File: config.mk
export PLATFORM = sky130hd
export DESIGN_NAME = chip_input_router
export DESIGN_NICKNAME = d
export VERILOG_FILES = /design/src/rtl/chip_input_router.sv
export SDC_FILE = /design/constraint.sdc
export NUM_CORES = 1
export LEC_CHECK = 0
export ABC_AREA = 0
export CAP_MARGIN = 15
export CORE_MARGIN = 5
export CORE_UTILIZATION = 30
export CTS_CLUSTER_DIAMETER = 60
export DETAILED_ROUTE_END_ITERATION = 6
export GPL_TIMING_DRIVEN = 1
export PLACE_DENSITY = 0.6
export SLEW_MARGIN = 20
export SYNTH_ARGS = -nofsm -noshare
export SYNTH_HDL_FRONTEND = slang
export SYNTH_SLANG_ARGS = --single-unit
File: constraint.sdc
create_clock -name clk -period 1.8 [get_ports clk]
set_input_delay 0.36 -clock clk [delete_from_list [all_inputs] [get_ports clk]]
set_output_delay 0.36 -clock clk [all_outputs]
set_load 0.005 [all_outputs]
File: src/rtl/chip_input_router.sv
// Routes synchronized pad inputs to per-macro input buses under a drained config switch.
// Optional INPUT_FILTER_EN adds a 3-sample agreement filter after the synchronizers.
module chip_input_router #(
  parameter int       n             = 4,
  parameter int       SYNC_STAGES   = 2,
  parameter int       SETTLE_CYCLES = 4,
  parameter bit [3:0] RESET_CFG     = 4'h0
) (
  input  logic                clk,
  input  logic                rst_n,
  input  logic                cfg_req,
  input  logic [3:0]          cfg_in,
  output logic                cfg_ack,
  output logic                cfg_busy,
  output logic [3:0]          configuration,
  input  logic [13:0]         IO_east_i,
  input  logic [13:0]         IO_east_oe,
  input  logic [13:0]         IO_west_i,
  input  logic [13:0]         IO_west_oe,
  input  logic [9:0]          IO_north_i,
  input  logic [9:0]          IO_north_oe,
  output logic [n-1:0][13:0]  east_i,
  output logic [n-1:0][13:0]  west_i,
  output logic [n-1:0][9:0]   north_i
);

  typedef enum logic [1:0] {
    S_ACTIVE,
    S_DRAIN,
    S_LOAD
  } state_t;

  state_t      r_state;
  state_t      w_nxt;
  logic [3:0]  r_cnt;
  logic [3:0]  r_pend;
  logic [3:0]  w_cfg;
  logic [1:0]  w_eo;
  logic [1:0]  w_wo;
  logic [1:0]  w_no;
  logic [37:0] w_pad;
  logic [37:0] w_syn;
  logic [37:0] w_dat;
  logic [37:0] r_sync [SYNC_STAGES];

  logic [n-1:0][13:0] w_e;
  logic [n-1:0][13:0] w_w;
  logic [n-1:0][9:0]  w_n;

  assign w_pad = {IO_north_i, IO_west_i, IO_east_i};
  assign w_syn = r_sync[SYNC_STAGES-1];

  always_ff @(posedge clk or negedge rst_n) begin
    if (!rst_n) begin
      for (int i = 0; i < SYNC_STAGES; i++)
        r_sync[i] <= '0;
    end else begin
      r_sync[0] <= w_pad;
      for (int i = 1; i < SYNC_STAGES; i++)
        r_sync[i] <= r_sync[i-1];
    end
  end

`ifdef INPUT_FILTER_EN
  logic [37:0] r_h1;
  logic [37:0] r_h2;
  logic [37:0] r_flt;
  logic [37:0] w_agr;

  // A bit only moves once three successive samples agree.
  assign w_agr = ~(w_syn ^ r_h1) & ~(r_h1 ^ r_h2);
  assign w_dat = (w_agr & w_syn) | (~w_agr & r_flt);

  always_ff @(posedge clk or negedge rst_n) begin
    if (!rst_n) begin
      r_h1  <= '0;
      r_h2  <= '0;
      r_flt <= '0;
    end else begin
      r_h1  <= w_syn;
      r_h2  <= r_h1;
      r_flt <= w_dat;
    end
  end
`else
  assign w_dat = w_syn;
`endif

  always_comb begin
    w_nxt = r_state;
    unique case (r_state)
      S_ACTIVE: if (cfg_req) w_nxt = S_DRAIN;
      S_DRAIN:  if (r_cnt == 4'd1) w_nxt = S_LOAD;
      S_LOAD:   w_nxt = S_ACTIVE;
      default:  w_nxt = S_ACTIVE;
    endcase
  end

  always_ff @(posedge clk or negedge rst_n) begin
    if (!rst_n) begin
      r_state       <= S_ACTIVE;
      r_cnt         <= '0;
      r_pend        <= RESET_CFG;
      configuration <= RESET_CFG;
      cfg_ack       <= 1'b0;
    end else begin
      r_state <= w_nxt;
      cfg_ack <= (r_state == S_LOAD);
      if (r_state == S_ACTIVE && cfg_req) begin
        r_pend <= cfg_in;
        r_cnt  <= 4'(SETTLE_CYCLES);
      end else if (r_state == S_DRAIN) begin
        r_cnt <= r_cnt - 4'd1;
      end
      if (r_state == S_LOAD)
        configuration <= r_pend;
    end
  end

  assign cfg_busy = (r_state != S_ACTIVE);

  // The first ACTIVE cycle after LOAD already uses the new mapping.
  assign w_cfg = (r_state == S_LOAD) ? r_pend : configuration;
  assign w_eo  = w_cfg[1:0];
  assign w_wo  = w_cfg[3:2];
  assign w_no  = w_cfg[1:0] ^ w_cfg[3:2];

  always_comb begin
    w_e = '0;
    w_w = '0;
    w_n = '0;
    if (w_nxt == S_ACTIVE) begin
      for (int m = 0; m < n; m++) begin
        if (w_eo == 2'(m))
          w_e[m] = w_dat[13:0] & ~IO_east_oe;
        if (w_wo == 2'(m))
          w_w[m] = w_dat[27:14] & ~IO_west_oe;
        if (w_no == 2'(m))
          w_n[m] = w_dat[37:28] & ~IO_north_oe;
      end
    end
  end

  always_ff @(posedge clk or negedge rst_n) begin
    if (!rst_n) begin
      east_i  <= '0;
      west_i  <= '0;
      north_i <= '0;
    end else begin
      east_i  <= w_e;
      west_i  <= w_w;
      north_i <= w_n;
    end
  end

endmodule
# Word level (Yosys, flattened, before mapping)
# Index checks and enable logic that the tools add are counted.
# totals
output_inout_bits	158
register_bits	243
elab_cells	68
input_bits	83
# op_classes
mux	21
n_eq_ne	12
addsub	1
bitwise	7
reduce_logical	8
# op_table
op	count
14-bit two-way mux	8
56-bit two-way mux	2
10-bit two-way mux	4
40-bit two-way mux	1
14-bit bitwise AND	2
14-bit inverter	2
2-bit equality test (second input constant)	7
4-bit two-way mux	3
10-bit bitwise AND	1
2-bit zero test	5
10-bit inverter	1
2-bit by 1-bit equality test with 1-bit output (second input constant)	4
4-bit by 1-bit equality test with 1-bit output (second input constant)	1
2-bit two-way mux	2
2-bit case mux with 2 select lines	1
2-bit nonzero test	2
4-bit by 1-bit subtractor with 4-bit output (second input constant)	1
2-bit XOR	1
1-bit logical AND	1

# Logic depth before layout (Yosys ltp)
# Gate-level depths: netlist (run 1).
# logic_depth
depth_word	6
mapped_depth	6
mapped_depth_nobuf	5

# Least setup slack after synthesis (run 1)
# No wires, ideal clock.
# synth_timing
path_type	reg2reg
from	register r_state[0]
to	register east_i[13] (netlist bit)
n_path_buf	3
stages_incl_launch_ff	7
slack_ps	385
setup_time_ps	122
required_ps	1678
period_less_slack_ps	1415
arrival_ps	1294
cell_sequence	dfrtp_1 -> nand2b_1 -> buf_6 -> buf_6 -> a31oi_2 -> buf_6 -> nor2_1
# synth_lines
item	line	text
from (decl)	33	state_t r_state;
from (signal assigned)	107	r_state <= w_nxt;
to (signal assigned)	150	east_i <= w_e;
to (decl)	22	output logic [n-1:0][13:0] east_i,

# Worst setup path after layout (run 1)
# layout_timing
from	register east_i[27] (netlist bit)
to	output port east_i[27] (netlist bit)
# No word-level cell between the ends.

==> run summary, run 1 <==
From left edge to right edge, the die measures 170 µm. The flow ran to the end, and the final reports show no timing, DRC or antenna violations. The top cell family by delay on the critical path was buffers and inverters. The logs give 1098 for the instance count after placement with tap cells included and 58 for the placement row count. The count of fill cells added during filler insertion was 2248; the switching power as a share of total power was 0.273. The path type of the worst min-delay path is in2reg. Clock tree synthesis inserted a total of 28 buffers.

Hold is met by 0.255 ns. The tools report the latest clock arrival within the worst-skew pair as 0.54 ns. The synthesized design spends more area on one cell type than any other, namely sky130_fd_sc_hd__dfrtp_1.

The mean instance size in the synthesized netlist is 14.9 µm². Sorting the synthesized cells by area gives the leading types as sky130_fd_sc_hd__dfrtp_1 (79%), sky130_fd_sc_hd__nor2_1 (5.5%), sky130_fd_sc_hd__nand3b_1 (3.8%), sky130_fd_sc_hd__nor3_1 (2.5%), sky130_fd_sc_hd__buf_6 (1.2%). The worst setup path is captured at an output port.

The run gives 0.757 as the final weighted congestion in routability-driven placement. For the finished layout, the period the worst path requires is 1.76 ns. The run gives 2 as the number of antenna violations at the first check in global routing. The sequential share of power is 0.411. The total power divided by cell area is 1240 nW/µm², and the leakage power total is 5.55 nW. DRC violation count after routing: 0. Pin count of the biggest net entering global routing: 64.

The slew at the pin closest to its max-slew limit is 0.666 ns, and the largest fanout of any net on the critical path is 1. The logs give 0.305 for the initial core utilization and 20.1 mm for the total wire length after detailed routing. Share of the synthesized area in the top cell type: 0.788. Dividing the detail-routed wire length by the instance count gives 17.5 µm. The net switching power was 4.01 mW; the final net count was 887.

The combinational share of power is 0.187, and the data arrival at the endpoint of the critical path is 1.40 ns. Setup repair after global routing could not meet its margin everywhere. In this run the standard cell core region covers 25300 µm². The run gives 832 µV as the worst voltage drop across the vdd grid. STA classifies the critical path startpoint as a register. The headroom to the max-slew limit is 0.546. Derived from the worst setup path, the maximum achievable clock frequency is 567 MHz. The pre-antenna-repair detailed-routing pass consisted of 4 iterations. Cell type of the slowest stage on the worst timing path: sky130_fd_sc_hd__clkdlybuf4s50_1. The run gives 13.9 mm as the HPWL after detailed placement. The critical path goes through clkdlybuf4s50_1. The combined area of all synthesized cells was 7710 µm²; the required time at the endpoint of the critical path was 1.44 ns.

The number of H-tree levels came out at 1. The run gives 4913 as the total number of vias. The first global-routing pass estimated 30.8 mm of wire.

The run gives 241 as the number of ports placed on the die boundary. The final core area utilization is 0.468. Share of the clock period used by the worst path: 0.980. The setup clock skew after layout is 0.0194 ns. Clock tree synthesis selected as its root buffer the cell sky130_fd_sc_hd__clkbuf_16.

The logs give 0.137 for the aggregate global-route resource usage and 0.788 for the sequential-to-total area share from yosys stat. The total congestion overflow is 0, and the largest buffer count on any clock path is 3. Dividing the detail-routed via count by the number of cells gives 4.27.

The number of buffer and inverter stages on the critical path came out at 1. The count of buffers added on input and output ports is 240. TritonCTS built the clock tree. The number of max-slew violations in the final report is 0. In this run the remaining antenna-violating nets after routing total 0.

The synthesized design contains 243 register bits. The sink count of the clock tree is 243, and the clock-pin slew on the worst setup and hold paths is 0.06 ns. The net count after synthesis is 603. The run gives 0 as the number of hold violations in the final report. Share of layout cells above drive strength 1: 0.139. For this run, the slowest stage of the critical path takes 0.55 ns.

Type of the setup path with the least slack: reg2out. The logs give 0.402 for the relative contribution of the clock network to total power and 0 for the number of diodes added for antenna fixing. For the max-cap violation count, the log shows 0. Number of DRC markers after the initial detailed-route iteration: 317.

The count of cells in the finished layout, fillers not included, comes to 1151. The internal power is 10.7 mW, and the layout overhead on the synthesized area is 53.4%. The floorplan step set the die height to 170 µm.

The run gives 30 as the number of different library cells in the post-synthesis netlist. The die covers 29000 µm². Counting every instance in the synthesized netlist gives 518.

The logs give 5321 for the number of global-route vias before repair and 0 for the yosys synthesis warning count. Setup violations remaining at the end of the flow were counted as 0.
Yosys cell counts (all sizes together):
library cell  number
inv                7
nor3b              1
xnor2              4
nor3              40
a31oi              9
o21bai             1
nor4bb             1
ha                 2
o21ai              3
nand2              3
nand3b            39
buf               24
dfrtp            243
and4bb             3
nor2b              1
nor4b              2
mux2i              3
nor4               1
or2                1
and4b              2
nand2b             3
a21oi              1
mux2              10
nor2             114
cell type report:
class                           count  area [µm²]  share of cell area
Sequential cell                   243        6080               0.514
Timing Repair Buffer              278        2840               0.240
Multi-Input combinational cell    244        1470               0.124
Clock buffer                       37         815              0.0689
Tap cell                          330         413              0.0349
Clock inverter                     12         181              0.0153
Inverter                            7        26.3             0.00222
path summary, 6_finish.rpt:
path	startpoint	end	slack (ns)	cells after the start
setup reg to reg	r_state[0]	north_i[16]	0.12	4
min in group asynchronous	rst_n	north_i[26]	0.34	2
setup / recovery	east_i[27]	east_i[27]	0.04	1
hold / removal	IO_east_i[8]	r_sync[46]	0.25	1
hold reg to reg	r_sync[72]	w_dat[34]	0.33	0
max in group asynchronous	rst_n	w_dat[19]	0.79	3
placed cells by master, fill, tap and decap left out, types with 8 or more instances in the layout:
master	count
sky130_fd_sc_hd__buf_12	8
sky130_fd_sc_hd__buf_4	28
sky130_fd_sc_hd__clkbuf_16	28
sky130_fd_sc_hd__clkbuf_8	8
sky130_fd_sc_hd__clkdlybuf4s50_1	211
sky130_fd_sc_hd__dfrtp_1	242
sky130_fd_sc_hd__dlymetal6s2s_1	20
sky130_fd_sc_hd__mux2_2	8
sky130_fd_sc_hd__nand3b_1	39
sky130_fd_sc_hd__nor2_1	114
sky130_fd_sc_hd__nor3_1	39
cell families (layout without fill, tap and decap cells):
family	after synthesis	count (layout)	share of synthesized area
AO/OA/AOI/OAI	14	14	0.0188
flip-flops	243	243	0.788
AND/OR/NAND/NOR	211	211	0.139
adder cells (fa/ha/maj)	2	2	0.00324
multiplexers	13	13	0.0195
XOR/XNOR	4	4	0.00454
buffers and inverters	31	334	0.0264
state kept, by name (all words and copies together) (netlist names):
name,cells
w_dat,38
cfg_ack,1
r_pend,4
east_i,56
north_i,40
west_i,56
r_state,2
r_cnt,4
r_sync,38
configuration,4
layer usage:
layer,wire (µm),global-route usage,vias to the layer above
met5,33,0,-
met4,565,0.0382,4
met3,2020,0.0555,42
met2,9710,0.228,186
met1,7780,0.164,2405
li1,-,-,2276
power groups by stage:
stage               logic, mW  registers (mW)  clock network, mW
global route             3.00            6.09               6.25
CTS                      2.80            6.04               6.05
global placement         2.73            6.14                  0
detailed placement       2.75            6.15                  0
finish                   2.75            6.04               5.91
floorplan                1.34            6.16                  0
stage by stage:
step	total power [mW]	area [µm²]	worst slack (ns)	setup TNS (ns)
floorplan	7.49	7710	0.385	0
global placement	8.87	10700	0.0444	0
detailed placement	8.90	10700	-0.00504	-0.00504
CTS	14.9	11800	-0.00944	-0.00944
global route	15.3	11800	-0.0165	-0.0165
finish	14.7	11800	0.0356	0
repair_timing:
action / CTS / global route
endpoints found under the setup margin: 9 / 22
buffers inserted: 1 / 2
resized for setup: 16 / 20
hold buffers: 1 / 0
hold endpoints to repair: 53 / 0
Power figures use the tool's default switching activity.
==> run 2: changes to the inputs <==
CORE_MARGIN = 2   (was 5)
CTS_CLUSTER_SIZE = 28   (was not set)
==> run 2 against run 1 <==
Net effect:
- sequential power hardly changed
- first-iteration DRC count fell by 2.5%
- cell count fell by 0.96%
- largest cell class unchanged
- combinational power shrank 4%
- count of clock-buffer cells in the layout decreased by 11
- clock power down 15%
- critical endpoint is now east_i[13]
==> run summary, run 2 (synthesized netlist as in run 1, its figures left out) <==
The tools report the launch point of the worst path as east_i[13]. The run gives 3 as the largest buffer count on any clock path. TritonCTS built the clock tree. Registers take 6090 µm². The routed layout has 4862 vias. The max-cap violation count is 0. In this run the critical register-to-register path is captured at east_i[36]. Cell chosen for the clock root: sky130_fd_sc_hd__clkbuf_16. For the overall power of the completed layout, the log shows 13.7 mW. Input and output buffers added on the ports amount to 240. At the pin with the least slew margin, the transition time is 0.844 ns.

The run gives 0 ns as the summed negative setup slack over all endpoints. The largest individual stage delay along the critical path comes from the cell sky130_fd_sc_hd__clkdlybuf4s50_1. The end point of the critical path is east_i[13]. For the sink count of the clock tree, the log shows 243. Once detail routing completed, the nets flagged for antenna violations numbered 0. The top cell types in the final layout, fill and taps aside, are sky130_fd_sc_hd__dfrtp_1 (239), sky130_fd_sc_hd__clkdlybuf4s50_1 (230), sky130_fd_sc_hd__nor2_1 (114). The pin count of the biggest net entering global routing was 55. The area growth from synthesis to layout is 50.2%. For this block, the routed nets add up to 19.3 mm of wire. Placement row count: 58. The final weighted congestion in routability-driven placement was 0.759; the height of the die was 164 µm. The worst setup path is launched from a register.

The die is 164 µm wide. The number of hold violations in the final report came out at 0. Number of DRC markers after the initial detailed-route iteration: 309.

The min-delay analysis places its worst path in the category in2reg. The number of global-route vias before repair is 5194. The run finished with clean final reports. For the initial core utilization, the log shows 0.306. For this design the ratio of total power to cell area is 1180 nW/µm². Timing would allow up to 572 MHz.

The largest fanout of any net on the critical path came out at 1. The die covers 27000 µm². The worst voltage drop across the vdd grid is 900 µV.

The setup clock skew after layout is 0.0217 ns, and the required time at the endpoint of the critical path is 1.44 ns. For the worst reg-to-reg setup slack, the log shows 0.16 ns. The maximum single-stage delay on the critical path is 0.55 ns.

The average wire per cell in the routed design came out at 16.9 µm. The type of the setup path with the least slack is reg2out. The largest registers in the layout are east_i: 56 flops, west_i: 56 flops, north_i: 40 flops. The tools report the DRC violation count after routing as 0.

The number of cells on the critical path is 1, and the count of fill cells added during filler insertion is 2245. Among cell families on the critical path, the largest total delay comes from buffers and inverters. The tools report the total congestion overflow as 0. Share of the clock period used by the worst path: 0.971. Setup repair after global routing left no endpoint under its margin. The worst register-to-register path has a depth of 4. The final core area utilization came out at 0.460. In this run the critical register-to-register path is launched from r_state[1].

In this run the standard cell core region covers 25200 µm². The share of layout cells above drive strength 1 works out to 0.133. The tools report the aggregate global-route resource usage as 0.144. Walking the worst path, the cells encountered are clkdlybuf4s50_1. The number of ports placed on the die boundary is 241. The tightest hold path in the finished design has a slack of 0.279 ns. The number of buffer and inverter stages on the critical path was 1; the leakage power total was 5.14 nW. The number of vias per cell is 4.26, and the time the worst path needs with I/O delays and setup is 1.75 ns. The library cell used most frequently in the layout, excluding fill and tap cells, is sky130_fd_sc_hd__dfrtp_1.

The run gives 0 as the number of max-slew violations in the final report. The number of clock buffers added by TritonCTS is 22. For the latest clock arrival within the worst-skew pair, the log shows 0.52 ns. Setup violations remaining at the end of the flow were counted as 0. The HPWL after detailed placement was 13.5 mm. Summing all multi-input logic gate instances after layout gives 1460 µm². STA classifies the critical path endpoint as an output port. For this run, the post-layout net count is 880. The tools report the number of H-tree levels as 1. Clock-pin slew was measured on the worst setup and hold paths at 0.08 ns. Number of antenna violations at the first check in global routing: 0. Data on the critical path arrives at its endpoint at 1.39 ns. The first global-routing pass estimated 29.5 mm of wire. The number of iterations in the first detailed-routing pass is 6. The headroom to the max-slew limit came out at 0.435.
-- run 2: cell types whose count changed in the layout (fill, tap and decap cells not counted), sizes merged --
cell / previous run / this run
diode: 0 / 1
clkdlybuf4s50: 211 / 230
clkinvlp: 2 / 0
clkinv: 5 / 2
bufinv: 3 / 2
buf: 39 / 38
dlymetal6s2s: 20 / 5
dlygate4sd2: 7 / 3
clkbuf: 37 / 26
inv: 9 / 15
-- run 2: worst min path at each step --
stage | start | to | slack [ns] | depth (start not counted)
floorplan | rst_n | cfg_ack | 0.06 | 0
global placement | rst_n | north_i[30] | 0.32 | 1
detailed placement | rst_n | north_i[0] | 0.33 | 1
CTS | IO_east_i[9] | r_sync[47] | 0.25 | 1
global route | IO_east_i[9] | r_sync[47] | 0.26 | 1
finish | IO_north_i[1] | r_sync[67] | 0.28 | 1
-- run 2: area by class of cell --
class | instances | share of cell area
flip-flops and latches | 243 | 0.525
repair buffers | 277 | 0.242
multi-input cells | 244 | 0.126
clock buffers | 26 | 0.0533
well taps | 330 | 0.0356
clock inverters | 12 | 0.0147
inverters | 7 | 0.00227
diodes | 1 | 0.000216
-- run 2: layer usage --
| metal | vias to the layer above | part of all wire | global-route usage |
|---|---|---|---|
| met1 | 2423 | 0.39 | 0.175 |
| met2 | 168 | 0.49 | 0.236 |
| li1 | 2241 | - | - |
| met5 | - | 0 | 0 |
| met3 | 30 | 0.094 | 0.0553 |
| met4 | 0 | 0.025 | 0.0435 |
-- run 2: metrics by stage --
step | cell area, µm² | cells | setup slack [ns]
detailed placement | 10700 | 1096 | -0.00754
CTS | 11600 | 1139 | 0.00288
floorplan | 7710 | 518 | 0.385
global route | 11600 | 1139 | 0.00167
finish | 11600 | 1140 | 0.0516
global placement | 10700 | 1096 | 0.0317
-- run 2: report_power, final --
part	leakage, nW	switching, mW	internal, mW	total [mW]
logic	1.57	1.48	1.17	2.65
clock network	0.388	2.16	2.83	5.00
registers	3.18	0.218	5.83	6.05
total	5.14	3.86	9.84	13.7
-- run 2: repair_timing --
item	in CTS	in global routing
buffers inserted	4	0
gates resized for setup	11	6
endpoints found under the setup margin	6	14
hold buffers	1	0
hold endpoints to repair	45	0
gates cloned	0	0
-- run 2: worst register-to-register path: cells and delay by family (launching register included) --
| family | cells | cell delay [ns] |
|---|---|---|
| compound gates | 1 | 0.67 |
| simple gates | 2 | 0.27 |
| buf+inv | 1 | 0.17 |
| flops | 1 | 0.40 |
